--- config.mk ---
export PLATFORM = sky130hd
export DESIGN_NAME = dmem_arbiter_flat
export DESIGN_NICKNAME = d
export VERILOG_FILES = /design/src/rtl/dmem_arbiter_if.sv /design/src/rtl/dmem_arbiter.sv /design/src/flat_wrapper.sv
export SDC_FILE = /design/constraint.sdc
export NUM_CORES = 1
export LEC_CHECK = 0
export BUFFER_PORTS_ARGS = -buffer_cell sky130_fd_sc_hd__clkbuf_2
export CAP_MARGIN = 15
export CORE_AREA = 2 2 119 121
export DETAILED_ROUTE_END_ITERATION = 10
export DIE_AREA = 0 0 121 123
export GPL_TIMING_DRIVEN = 0
export HOLD_SLACK_MARGIN = 0.05
export PLACE_DENSITY_LB_ADDON = 0.1
export SLEW_MARGIN = 20
export SYNTH_ARGS = -nofsm -noshare
export SYNTH_HDL_FRONTEND = slang
export SYNTH_SLANG_ARGS = --single-unit
--- constraint.sdc ---
create_clock -name clk -period 2 [get_ports clk]
set_input_delay 0.1 -clock clk [delete_from_list [all_inputs] [get_ports clk]]
set_output_delay 0.1 -clock clk [all_outputs]
set_load 0.01 [all_outputs]
--- src/rtl/dmem_arbiter_if.sv ---
// Data-memory port bundle shared by the MEM stage, the DMA engine and
// the data memory, as seen around dmem_arbiter.
interface dmem_arbiter_if #(
    parameter int ADDR_W = 32,
    parameter int DATA_W = 32
);
    logic              cpu_read;
    logic              cpu_write;
    logic [ADDR_W-1:0] cpu_addr;
    logic [DATA_W-1:0] cpu_wdata;
    logic [DATA_W-1:0] cpu_rdata;
    logic              cpu_stall;

    logic              dma_req;
    logic              dma_we;
    logic [ADDR_W-1:0] dma_addr;
    logic [3:0]        dma_len;
    logic [DATA_W-1:0] dma_wdata;
    logic              dma_gnt;
    logic [DATA_W-1:0] dma_rdata;
    logic              dma_done;

    logic [ADDR_W-1:0] mem_addr;
    logic [DATA_W-1:0] mem_wdata;
    logic              mem_read;
    logic              mem_write;
    logic [DATA_W-1:0] mem_rdata;

    // Arbiter side: takes requests, drives the memory port.
    modport slave (
        input  cpu_read, cpu_write, cpu_addr, cpu_wdata,
        output cpu_rdata, cpu_stall,
        input  dma_req, dma_we, dma_addr, dma_len, dma_wdata,
        output dma_gnt, dma_rdata, dma_done,
        output mem_addr, mem_wdata, mem_read, mem_write,
        input  mem_rdata
    );

    // Requester/memory side.
    modport master (
        output cpu_read, cpu_write, cpu_addr, cpu_wdata,
        input  cpu_rdata, cpu_stall,
        output dma_req, dma_we, dma_addr, dma_len, dma_wdata,
        input  dma_gnt, dma_rdata, dma_done,
        input  mem_addr, mem_wdata, mem_read, mem_write,
        output mem_rdata
    );
endinterface

--- src/rtl/dmem_arbiter.sv ---
// Single-port data-memory arbiter: CPU owns the port by default, a burst
// DMA requester gets it when the CPU is idle or after a bounded wait.
module dmem_arbiter #(
    parameter int ADDR_W    = 32,
    parameter int DATA_W    = 32,
    parameter int MAX_WAIT  = 4,
    parameter int BURST_MAX = 8
) (
    input  logic         clk,
    input  logic         reset,
    dmem_arbiter_if.slave bus
);
    localparam int WAIT_W = (MAX_WAIT < 2) ? 1 : $clog2(MAX_WAIT + 1);
    localparam logic [WAIT_W-1:0] WAIT_LAST = WAIT_W'(MAX_WAIT - 1);
    localparam logic [3:0] BMAX = 4'(BURST_MAX);

    typedef enum logic {
        IDLE  = 1'b0,
        BURST = 1'b1
    } state_t;

    state_t              state_q, state_d;
    logic [WAIT_W-1:0]   wait_cnt_q, wait_cnt_d;
    logic [3:0]          beat_cnt_q, beat_cnt_d;
    logic [ADDR_W-1:0]   base_q, base_d;
    logic [3:0]          len_q, len_d;
    logic                we_q, we_d;

    logic                cpu_active;
    logic                last_beat;
    logic                grant;
    logic [3:0]          len_eff;
    logic [ADDR_W-1:0]   beat_addr;

    assign cpu_active = bus.cpu_read | bus.cpu_write;
    assign last_beat  = (beat_cnt_q == (len_q - 4'd1));
    assign beat_addr  = base_q + ADDR_W'({beat_cnt_q, 2'b00});

    // Normalise the requested length: zero means one beat, cap at BURST_MAX.
    always_comb begin
        len_eff = bus.dma_len;
        unique case (1'b1)
            (bus.dma_len == 4'd0): len_eff = 4'd1;
            (bus.dma_len >  BMAX): len_eff = BMAX;
            default:               len_eff = bus.dma_len;
        endcase
    end

    // Grant when the CPU leaves the port free, or when starvation runs out.
    assign grant = bus.dma_req &
                   (~cpu_active | (wait_cnt_q == WAIT_LAST));

    // Next-state, counter and burst-parameter computation.
    always_comb begin
        state_d    = state_q;
        wait_cnt_d = wait_cnt_q;
        beat_cnt_d = beat_cnt_q;
        base_d     = base_q;
        len_d      = len_q;
        we_d       = we_q;
        unique case (state_q)
            IDLE: begin
                if (grant) begin
                    state_d    = BURST;
                    base_d     = bus.dma_addr;
                    len_d      = len_eff;
                    we_d       = bus.dma_we;
                    wait_cnt_d = '0;
                    beat_cnt_d = '0;
                end else if (bus.dma_req) begin
                    wait_cnt_d = wait_cnt_q + WAIT_W'(1);
                end else begin
                    wait_cnt_d = '0;
                end
            end
            BURST: begin
                if (!bus.dma_req || last_beat) begin
                    state_d    = IDLE;
                    wait_cnt_d = '0;
                    beat_cnt_d = '0;
                end else begin
                    beat_cnt_d = beat_cnt_q + 4'd1;
                end
            end
            default: begin
                state_d    = IDLE;
                wait_cnt_d = '0;
                beat_cnt_d = '0;
            end
        endcase
    end

    // State and counter registers; reset aborts any burst in flight.
    always_ff @(posedge clk) begin
        if (reset) begin
            state_q    <= IDLE;
            wait_cnt_q <= '0;
            beat_cnt_q <= '0;
            base_q     <= '0;
            len_q      <= '0;
            we_q       <= 1'b0;
        end else begin
            state_q    <= state_d;
            wait_cnt_q <= wait_cnt_d;
            beat_cnt_q <= beat_cnt_d;
            base_q     <= base_d;
            len_q      <= len_d;
            we_q       <= we_d;
        end
    end

    // Port steering: decoded from state/counters only, never from dma_req.
    always_comb begin
        bus.mem_addr  = bus.cpu_addr;
        bus.mem_wdata = bus.cpu_wdata;
        bus.mem_read  = bus.cpu_read;
        bus.mem_write = bus.cpu_write;
        bus.cpu_stall = 1'b0;
        bus.dma_gnt   = 1'b0;
        bus.dma_done  = 1'b0;
        if (state_q == BURST) begin
            bus.mem_addr  = beat_addr;
            bus.mem_wdata = bus.dma_wdata;
            bus.mem_read  = ~we_q;
            bus.mem_write = we_q;
            bus.cpu_stall = cpu_active;
            bus.dma_gnt   = 1'b1;
            bus.dma_done  = last_beat;
        end
    end

    // Read data goes straight through to whichever side owns the port.
    assign bus.cpu_rdata = bus.mem_rdata;
    assign bus.dma_rdata = bus.mem_rdata;
endmodule

--- src/flat_wrapper.sv ---
// flat-port wrapper written by rule: the top's interface ports become plain ports
module dmem_arbiter_flat 
#(
    parameter int ADDR_W    = 32,
    parameter int DATA_W    = 32,
    parameter int MAX_WAIT  = 4,
    parameter int BURST_MAX = 8
)
  (clk, reset, bus_cpu_read, bus_cpu_write, bus_cpu_addr, bus_cpu_wdata, bus_cpu_rdata, bus_cpu_stall, bus_dma_req, bus_dma_we, bus_dma_addr, bus_dma_len, bus_dma_wdata, bus_dma_gnt, bus_dma_rdata, bus_dma_done, bus_mem_addr, bus_mem_wdata, bus_mem_read, bus_mem_write, bus_mem_rdata);
  dmem_arbiter_if #(.ADDR_W(ADDR_W), .DATA_W(DATA_W)) bus_i ();
  input  logic clk;
  input  logic reset;
  input wire logic [$bits(bus_i.cpu_read)-1:0] bus_cpu_read;
  input wire logic [$bits(bus_i.cpu_write)-1:0] bus_cpu_write;
  input wire logic [$bits(bus_i.cpu_addr)-1:0] bus_cpu_addr;
  input wire logic [$bits(bus_i.cpu_wdata)-1:0] bus_cpu_wdata;
  output wire logic [$bits(bus_i.cpu_rdata)-1:0] bus_cpu_rdata;
  output wire logic [$bits(bus_i.cpu_stall)-1:0] bus_cpu_stall;
  input wire logic [$bits(bus_i.dma_req)-1:0] bus_dma_req;
  input wire logic [$bits(bus_i.dma_we)-1:0] bus_dma_we;
  input wire logic [$bits(bus_i.dma_addr)-1:0] bus_dma_addr;
  input wire logic [$bits(bus_i.dma_len)-1:0] bus_dma_len;
  input wire logic [$bits(bus_i.dma_wdata)-1:0] bus_dma_wdata;
  output wire logic [$bits(bus_i.dma_gnt)-1:0] bus_dma_gnt;
  output wire logic [$bits(bus_i.dma_rdata)-1:0] bus_dma_rdata;
  output wire logic [$bits(bus_i.dma_done)-1:0] bus_dma_done;
  output wire logic [$bits(bus_i.mem_addr)-1:0] bus_mem_addr;
  output wire logic [$bits(bus_i.mem_wdata)-1:0] bus_mem_wdata;
  output wire logic [$bits(bus_i.mem_read)-1:0] bus_mem_read;
  output wire logic [$bits(bus_i.mem_write)-1:0] bus_mem_write;
  input wire logic [$bits(bus_i.mem_rdata)-1:0] bus_mem_rdata;
  assign bus_i.cpu_read = bus_cpu_read;
  assign bus_i.cpu_write = bus_cpu_write;
  assign bus_i.cpu_addr = bus_cpu_addr;
  assign bus_i.cpu_wdata = bus_cpu_wdata;
  assign bus_cpu_rdata = bus_i.cpu_rdata;
  assign bus_cpu_stall = bus_i.cpu_stall;
  assign bus_i.dma_req = bus_dma_req;
  assign bus_i.dma_we = bus_dma_we;
  assign bus_i.dma_addr = bus_dma_addr;
  assign bus_i.dma_len = bus_dma_len;
  assign bus_i.dma_wdata = bus_dma_wdata;
  assign bus_dma_gnt = bus_i.dma_gnt;
  assign bus_dma_rdata = bus_i.dma_rdata;
  assign bus_dma_done = bus_i.dma_done;
  assign bus_mem_addr = bus_i.mem_addr;
  assign bus_mem_wdata = bus_i.mem_wdata;
  assign bus_mem_read = bus_i.mem_read;
  assign bus_mem_write = bus_i.mem_write;
  assign bus_i.mem_rdata = bus_mem_rdata;
  dmem_arbiter #(.ADDR_W(ADDR_W), .DATA_W(DATA_W), .MAX_WAIT(MAX_WAIT), .BURST_MAX(BURST_MAX)) u_core (.clk(clk), .reset(reset), .bus(bus_i));
endmodule
After elaboration in Yosys (flattened, before gate mapping)
Cells that the tools add are included.
{"block": "word_totals", "ff_bits": 45, "word_cells": 43}
{"block": "classes", "addsub": 4, "magnitude_cmp": 1, "eq_ne": 4, "muxes": 18, "n_bitwise": 6, "reduce_logical": 4}
{"op": "$mux 32", "count": 2}
{"op": "$add 32x6->32", "count": 1}
{"op": "$pmux 4 s2", "count": 2}
{"op": "$mux 3", "count": 3}
{"op": "$mux 4", "count": 2}
{"op": "$mux 1", "count": 7}
{"op": "$pmux 3 s2", "count": 1}
{"op": "$add 4x1->4 const B", "count": 1}
{"op": "$eq 4x4->1", "count": 1}
{"op": "$gt 4x4->1 const B", "count": 1}
{"op": "$logic_not 4->1", "count": 1}
{"op": "$sub 4x1->4 const B", "count": 1}
{"op": "$add 3x1->3 const B", "count": 1}
{"op": "$eq 3x2->1 const B", "count": 1}
{"op": "$not 1->1", "count": 3}
{"op": "$ne 2x1->1 const B", "count": 1}
{"op": "$ne 2x2->1 const B", "count": 1}
{"op": "$or 1x1->1", "count": 2}
{"op": "$pmux 1 s2", "count": 1}
{"op": "$reduce_and 2->1", "count": 1}
{"op": "$and 1x1->1", "count": 1}
{"op": "$logic_not 1->1", "count": 1}
{"op": "$logic_or 1x1->1", "count": 1}

Logic depth before layout (Yosys ltp)
Gate-level depths: netlist of the first run.
{"block": "depth", "ltp_word": 6, "depth_mapped": 8, "mapped_depth_nobuf": 6}

Least setup slack after synthesis of the first run
No wires, ideal clock.
{"block": "synth_path", "path_kind": "register to output", "from": "register u_core.beat_cnt_q[0]", "to": "output bus_mem_addr[10]", "arrival_ps": 2173, "slack_ps": -273, "path_stages_with_launch": 9, "cell_sequence": "dfxtp_1 -> ha_1 -> fa_1 -> a21o_1 -> a21oi_1 -> buf_2 -> buf_2 -> o21ai_0 -> a31oi_1"}
{"block": "synth_between", "elab_chain_cells": 2}
{"element": "start: declaration", "line_no": "dmem_arbiter.sv:24", "rtl": "logic [3:0] beat_cnt_q, beat_cnt_d;"}
{"element": "start signal: assignment", "line_no": "dmem_arbiter.sv:105", "rtl": "beat_cnt_q <= beat_cnt_d;"}
{"element": "$add 32x6->32", "line_no": "dmem_arbiter.sv:37", "rtl": "assign beat_addr = base_q + ADDR_W'({beat_cnt_q, 2'b00});"}
{"element": "$mux 32", "line_no": "dmem_arbiter.sv:121", "rtl": "if (state_q == BURST) begin"}
{"element": "end: declaration", "line_no": "flat_wrapper.sv:27", "rtl": "output wire logic [$bits(bus_i.mem_addr)-1:0] bus_mem_addr;"}
Every way passes these cells.

Worst setup path in the final report of the first run
{"block": "layout_path", "from": "register u_core.base_q[2]", "to": "output bus_mem_addr[12]"}
{"block": "layout_between", "elab_chain_cells": 2}
{"element": "start: declaration", "line_no": "dmem_arbiter.sv:25", "rtl": "logic [ADDR_W-1:0] base_q, base_d;"}
{"element": "start signal: assignment", "line_no": "dmem_arbiter.sv:106", "rtl": "base_q <= base_d;"}
{"element": "$add 32x6->32", "line_no": "dmem_arbiter.sv:37"}
{"element": "$mux 32", "line_no": "dmem_arbiter.sv:121"}
Every way passes these cells.

==> summary.md, run 1 <==
| Metric | Value |
|---|---|
| F_max | `424 MHz` |
| Max-cap violations | `0` |
| Root buffer selected by CTS | `clkbuf_16` |
| Commonest cells in the synthesized netlist | `nand2_1, buf_4, dfxtp_1` |
| Kind of critical path | `flop to primary output` |
| Post-layout nets | `1001` |
| Share of Yosys cell area claimed by the top area cell type | `0.238` |
| PortBufs | `270` |
| Arrival time at the worst endpoint | `2.26 ns` |
| Flop pwr share | `0.369` |
| Diode count | `0` |
| Total iterations of the first detailed-routing run | `6` |
| Violations in the final reports | `setup timing` |
| Global router's overall resource usage | `0.187` |
| Routed vias | `4776` |
| Data required time at the worst endpoint | `1.90 ns` |
| Post-Place Worst Slack | `-0.714 ns` |
| Die Footprint | `14900 um2` |
| Most numerous cell in the Yosys netlist | `nand2_1` |
| Gate Count Post-Synth | `498` |
| Final period util | `1.18` |
| Worst Slack Setup Final | `-0.358 ns` |
| Number of warnings reported in the yosys synthesis log | `0` |
| Summed negative setup slack over all endpoints | `-7.49 ns` |
| Layout cell share with drive strength beyond 1 | `0.588` |
| Standard-cell row count | `43` |
| Deepest level of the CTS H-tree | `2` |
| IR Drop Worst-Case VDD | `0.000273 V` |
| Critical path launch point type | `flop` |
| Synth cell types | `45` |
| Tightest slew margin relative to the limit | `0.629` |
| Crit path capture type | `primary output` |
| Ys flop type | `dfxtp_1` |
| Clock Skews | `0.00692 ns` |
| CTS tree | `yes` |
| CTS sink cnt | `45` |
| First-pass GRT wire length | `22100 um` |
| Initial core utilization | `0.278` |
| Placeable Area | `13600 um2` |
| Top-Level Pins | `303` |
| DP Wirelength | `11800 um` |
| Area of the mapped netlist | `3780 um2` |
| Worst hold start | `bus_dma_addr[20]` |
| Clock group share of total power | `0.311` |
| Drt total wl | `15200 um` |
| Power density normalized to cell area | `406 nW/um2` |
| Internal power consumption | `1.84 mW` |
| Combinational fraction of design power | `0.320` |
| Worst-Margin Slew | `0.557 ns` |
| Post-synth EDFFs | `0` |
| Die span in x | `121 um` |
| Wire length per cell after detailed routing | `15.1 um` |
| TritonCTS buffer count | `5` |
| Routed Antenna Nets | `0` |
| Min-Delay Path Class | `input pin to flop` |
| Syn_area_per_cell | `7.60 um2` |
| Starting DRC count in detailed routing | `250` |
| Sequential area share after synthesis | `0.238` |
| Min cycle time layout | `2.36 ns` |
| Leakage component of the power | `2.96 nW` |
| Clock latency of the later-clocked register in the worst-skew pair | `0.29 ns` |
| Setup repair after global routing missed its margin | `yes` |
| Net switching component of the power | `0.765 mW` |
| Outcome | `complete, but fails checks` |
| Syn nets | `677` |
| Max-slew violation count | `0` |
| Global-route congestion overflow total | `0` |
| Beginning of the worst register-to-register path | `u_core.wait_cnt_q[0]` |
| Post-synthesis register bit count | `45` |
| Vias in the first global route | `4362` |
| Area of the multi-input gates | `2490 um2` |
| Area used by sequential logic in the layout | `937 um2` |
| Top fanout value on the critical path | `7` |
| Number of filler cells placed in the layout | `1415` |
| Asr flop ratio synth | `0` |
| Clock transition at the registers of the reported paths | `0.06 ns` |
| Placer congestion estimate | `0.778` |
| Most area-hungry cell type in the Yosys netlist | `dfxtp_1` |
| Number of failing setup endpoints in the final timing report | `26` |
| Vertical die dimension | `123 um` |
| Switching part of the total power | `0.294` |
| Vias per cell | `4.76` |
| Crit. Startpoint | `u_core.base_q[2]` |
| Top cells by area, synth | `dfxtp_1, buf_4, mux2_2, nand2_1, a21oi_1` |
| Count of endpoints failing hold in the final timing report | `0` |
| Maximum number of pins on one net before global-route repair | `14` |
| Clock tree buffer depth | `2` |
| Area delta synth->final | `69.4%` |
| Antenna violations before repair | `0` |
| DRC viols | `0` |
## power by group through the flow
| stage | registers (mW) | clock network, mW | logic (mW) |
|---|---|---|---|
| floorplan | 0.969 | 0 | 0.406 |
| global placement | 0.978 | 0 | 0.757 |
| detailed placement | 0.979 | 0 | 0.764 |
| CTS | 0.958 | 0.826 | 0.826 |
| global route | 0.963 | 0.868 | 0.910 |
| finish | 0.959 | 0.809 | 0.832 |
## cell families after synthesis
family | Yosys count | share of synthesized area
simple gates | 179 | 0.231
buf+inv | 107 | 0.184
xor+xnor | 8 | 0.0221
mux | 40 | 0.119
fa+ha+maj | 9 | 0.0317
compound gates | 110 | 0.175
flops | 45 | 0.238
## final timing paths
path | cells past startpoint | slack (ns) | endpoint
setup reg to reg | 8 | 0.16 | u_core.base_q[10]
setup / recovery | 9 | -0.36 | bus_mem_addr[12]
hold reg to reg | 2 | 0.45 | u_core.base_q[0]
hold / removal | 3 | 0.05 | u_core.base_q[20]
## repair_timing
item | 4_1_cts | 5_1_grt
setup buffers | 17 | 2
cloned | 2 | 0
gates resized for setup | 69 | 75
endpoints found under the setup margin | 90 | 72
pin swaps | 30 | 24
endpoints found under the hold margin | 28 | 0
hold buffers | 28 | 0
## routing by layer
layer	wire, um	global-route usage	vias to the layer above
met1	6770	0.257	2219
met4	166	0.0342	0
met3	923	0.0286	13
met5	0	0	-
li1	-	-	2360
met2	7330	0.314	184
## layout by cell type (no fill, tap or decap), types with 3 or more instances in the layout
| cell | count |
|---|---|
| nor2_1 | 27 |
| o31ai_1 | 7 |
| inv_1 | 12 |
| dfxtp_1 | 28 |
| o211ai_1 | 3 |
| clkbuf_16 | 5 |
| clkbuf_1 | 7 |
| and3_1 | 3 |
| buf_4 | 77 |
| ha_1 | 4 |
| buf_8 | 4 |
| or4_1 | 11 |
| mux2_2 | 39 |
| ha_4 | 4 |
| or4_4 | 8 |
| xnor2_1 | 3 |
| o21ai_2 | 6 |
| o21ai_0 | 7 |
| dlygate4sd3_1 | 28 |
| a31oi_4 | 3 |
| clkbuf_4 | 3 |
| buf_2 | 26 |
| nand2_1 | 88 |
| buf_6 | 11 |
| nand4_1 | 4 |
| nand3_1 | 13 |
| dfxtp_4 | 6 |
| or3_1 | 7 |
| and4_1 | 3 |
| xor2_1 | 3 |
| dfxtp_2 | 11 |
| o31ai_2 | 6 |
| a21oi_1 | 41 |
| a31oi_1 | 17 |
| clkbuf_2 | 252 |
| nand3b_1 | 4 |
## stage by stage
step	area, um2	hold WS (ns)	utilization	cells	total power, mW
6_report	6410	0.0455	0.471	1003	2.60
5_1_grt	6410	0.0587	0.471	1003	2.74
4_1_cts	6240	0.0502	0.458	1002	2.61
3_5_place_dp	5390	0.331	0.396	948	1.74
3_3_place_gp	5390	0.328	0.396	948	1.74
2_1_floorplan	3810	0.236	-	498	1.38
## registers in the layout, summed over array words and instances (netlist names)
| name | cells |
|---|---|
| u_core.we_q | 1 |
| u_core.state_q | 1 |
| u_core.len_q | 4 |
| u_core.base_q | 32 |
| u_core.wait_cnt_q | 3 |
| u_core.beat_cnt_q | 4 |
## final cells by class
| cell class | count | area share |
|---|---|---|
| plain buffers | 94 | 0.111 |
| inverters | 12 | 0.00703 |
| flip-flops and latches | 45 | 0.146 |
| clock inverters | 2 | 0.00156 |
| clock buffers | 6 | 0.0201 |
| repair buffers | 318 | 0.291 |
| well taps | 180 | 0.0351 |
| multi-input cells | 346 | 0.388 |
## worst max-delay path, cell delays in order, from the launching register on
cell,delay [ns]
dfxtp_2,0.35
ha_4,0.14
fa_2,0.21
a21o_1,0.15
a21oi_4,0.07
buf_8,0.15
buf_6,0.11
or4_4,0.46
a31oi_1,0.17
buf_2,0.15
Power figures use the tool's default switching activity.
==> inputs of run 2 (changes only) <==
clock period = 2.3 ns   (was 2 ns; I/O delays follow)
==> run 2 against run 1 <==
  * The flow still finishes with violations (setup timing)
  * Non-clock buffer count is 18 lower
  * Sequential power is 13% lower
  * Wire length is 0.32% lower
  * Clock power is 12% lower
  * Clock skew is 0.0029 ns lower
  * Register-to-register slack better by 0.10 ns
  * Utilization is 1.3 points lower
  * Critical endpoint is now bus_mem_addr[24]
==> summary.md, run 2 (synthesized netlist as in run 1, its figures left out) <==
| Metric | Value |
|---|---|
| Outcome | `complete, but fails checks` |
| Violations in the final reports | `setup timing` |
| CTS tree | `yes` |
| Standard-cell row count | `43` |
| Antenna violations before repair | `0` |
| Max reg flops | `32` |
| Root buffer selected by CTS | `clkbuf_16` |
| Worst-path cell with the longest stage delay | `fa_2` |
| F_max | `413 MHz` |
| Switching part of the total power | `0.286` |
| Commonest non-fill, non-tap cells in the layout | `clkbuf_2, nand2_1, buf_4` |
| Total power of the final layout | `2.25 mW` |
| Net switching component of the power | `0.642 mW` |
| Number of failing setup endpoints in the final timing report | `16` |
| Flop pwr share | `0.371` |
| Internal power consumption | `1.61 mW` |
| Vertical die dimension | `123 um` |
| Kind of critical path | `flop to primary output` |
| Starting DRC count in detailed routing | `199` |
| Wire length per cell after detailed routing | `15.4 um` |
| PortBufs | `270` |
| Tightest slew margin relative to the limit | `0.521` |
| Post-layout nets | `983` |
| Vias per cell | `4.77` |
| Number of filler cells placed in the layout | `1402` |
| Topmost layer with routed signal wires | `met4` |
| IR Drop Worst-Case VDD | `0.000242 V` |
| Top fanout value on the critical path | `6` |
| Top-Level Pins | `303` |
| Clock latency of the later-clocked register in the worst-skew pair | `0.28 ns` |
| Met2 wirelength from detailed routing | `7280 um` |
| Number of placed cells counting well taps | `948` |
| Max-slew violation count | `0` |
| Most frequent standard cell in the layout excluding fill and tap cells | `clkbuf_2` |
| Crit path capture type | `primary output` |
| Drt total wl | `15100 um` |
| Clock transition at the registers of the reported paths | `0.06 ns` |
| Length of routed wiring on met1 | `6520 um` |
| Register with the highest flop count | `u_core.base_q` |
| Min cycle time layout | `2.42 ns` |
| Deepest level of the CTS H-tree | `2` |
| Initial core utilization | `0.278` |
| Max-cap violations | `0` |
| Largest incremental delay on the critical path | `0.37 ns` |
| Power density normalized to cell area | `361 nW/um2` |
| Worst Slack Setup Final | `-0.123 ns` |
| DRC viols | `0` |
| DP Wirelength | `11900 um` |
| Placeable Area | `13600 um2` |
| TritonCTS buffer count | `5` |
| Count of endpoints failing hold in the final timing report | `0` |
| Arrival time at the worst endpoint | `2.31 ns` |
| Data required time at the worst endpoint | `2.18 ns` |
| Diode count | `0` |
| Total iterations of the first detailed-routing run | `5` |
| Routed vias | `4693` |
| Clock Skews | `0.00399 ns` |
| Setup repair after global routing missed its margin | `yes` |
| Global router's overall resource usage | `0.184` |
| Die span in x | `121 um` |
| Min-Delay Path Class | `input pin to flop` |
| Area delta synth->final | `64.7%` |
| Clock group share of total power | `0.315` |
| Critical path launch point type | `flop` |
| Global-route congestion overflow total | `0` |
| Cells traversed along the worst timing path | `ha_4 -> fa_2 -> a21o_1 -> a21oi_4 -> buf_6 -> buf_8 -> o31ai_2 -> a31oi_1 -> buf_2` |
| Largest registers in the final layout | `u_core.base_q x32, u_core.beat_cnt_q x4, u_core.len_q x4` |
| First-pass GRT wire length | `21700 um` |
| Final core utilization | `0.458` |
| Final period util | `1.05` |
| Die Footprint | `14900 um2` |
| Routed met3 length | `1220 um` |
| Hold_ws | `0.0483 ns` |
| Worst-Margin Slew | `0.710 ns` |
| Leakage component of the power | `2.86 nW` |
| Maximum number of pins on one net before global-route repair | `13` |
| Layout cell share with drive strength beyond 1 | `0.600` |
| Clock tree buffer depth | `2` |
| Post-route non-filler standard cell count | `984` |
| Vias in the first global route | `4171` |
| Combinational fraction of design power | `0.313` |
| CTS sink cnt | `45` |
| Routed Antenna Nets | `0` |
| Placer congestion estimate | `0.780` |
-- run 2: path summary, 6_finish.rpt --
kind                   startpoint                end  slack [ns]  depth (start not counted)
max          u_core.beat_cnt_q[0]   bus_mem_addr[24]       -0.12                          9
min              bus_dma_addr[19]  u_core.base_q[19]        0.05                          3
max reg2reg  u_core.wait_cnt_q[0]  u_core.base_q[27]        0.26                          8
min reg2reg      u_core.base_q[1]   u_core.base_q[1]        0.45                          2
-- run 2: per-layer routing --
layer	global-route usage	vias to the layer above
met1	0.250	2188
met2	0.299	170
met5	0	-
li1	-	2326
met4	0.0400	0
met3	0.0424	9
-- run 2: worst max-delay path, delay by kind of cell (launching register included) --
family / cells / cell delay [ns]
adder cells (fa/ha/maj): 2 / 0.54
AO/OA/AOI/OAI: 4 / 0.67
buffers and inverters: 3 / 0.47
flip-flops: 1 / 0.35
-- run 2: area by class of cell --
type	instances	area, um2	share of cell area
multi-input combinational	346	2520	0.404
timing repair buffer	300	1680	0.269
sequential	45	941	0.151
buffer	94	684	0.110
tap	180	225	0.0361
clock buffer	7	143	0.0229
inverter	12	45.0	0.00723
-- run 2: what timing repair did --
item                                    4_1_cts  5_1_grt
hold buffers                                 10        1
endpoints found under the setup margin       67       65
hold endpoints to repair                     10        1
pin swaps                                    32       31
gates resized for setup                      68       81
gates cloned                                  1        0
buffers inserted                             16        4
-- run 2: power by group through the flow --
stage	clock (mW)	combinational, mW	sequential [mW]
CTS	0.732	0.693	0.832
floorplan	0	0.351	0.842
finish	0.708	0.705	0.835
detailed placement	0	0.665	0.852
global placement	0	0.660	0.850
global route	0.771	0.770	0.839
-- run 2: metrics by stage --
stage | worst slack [ns] | instance area [um2] | TNS, ns
after floorplan | 0.0122 | 3780 | 0
after global placement | -0.871 | 5360 | -14.14
after detailed placement | -0.936 | 5360 | -15.66
after CTS | -0.107 | 6010 | -0.887
after global routing | -0.197 | 6230 | -2.78
final | -0.123 | 6230 | -1.09
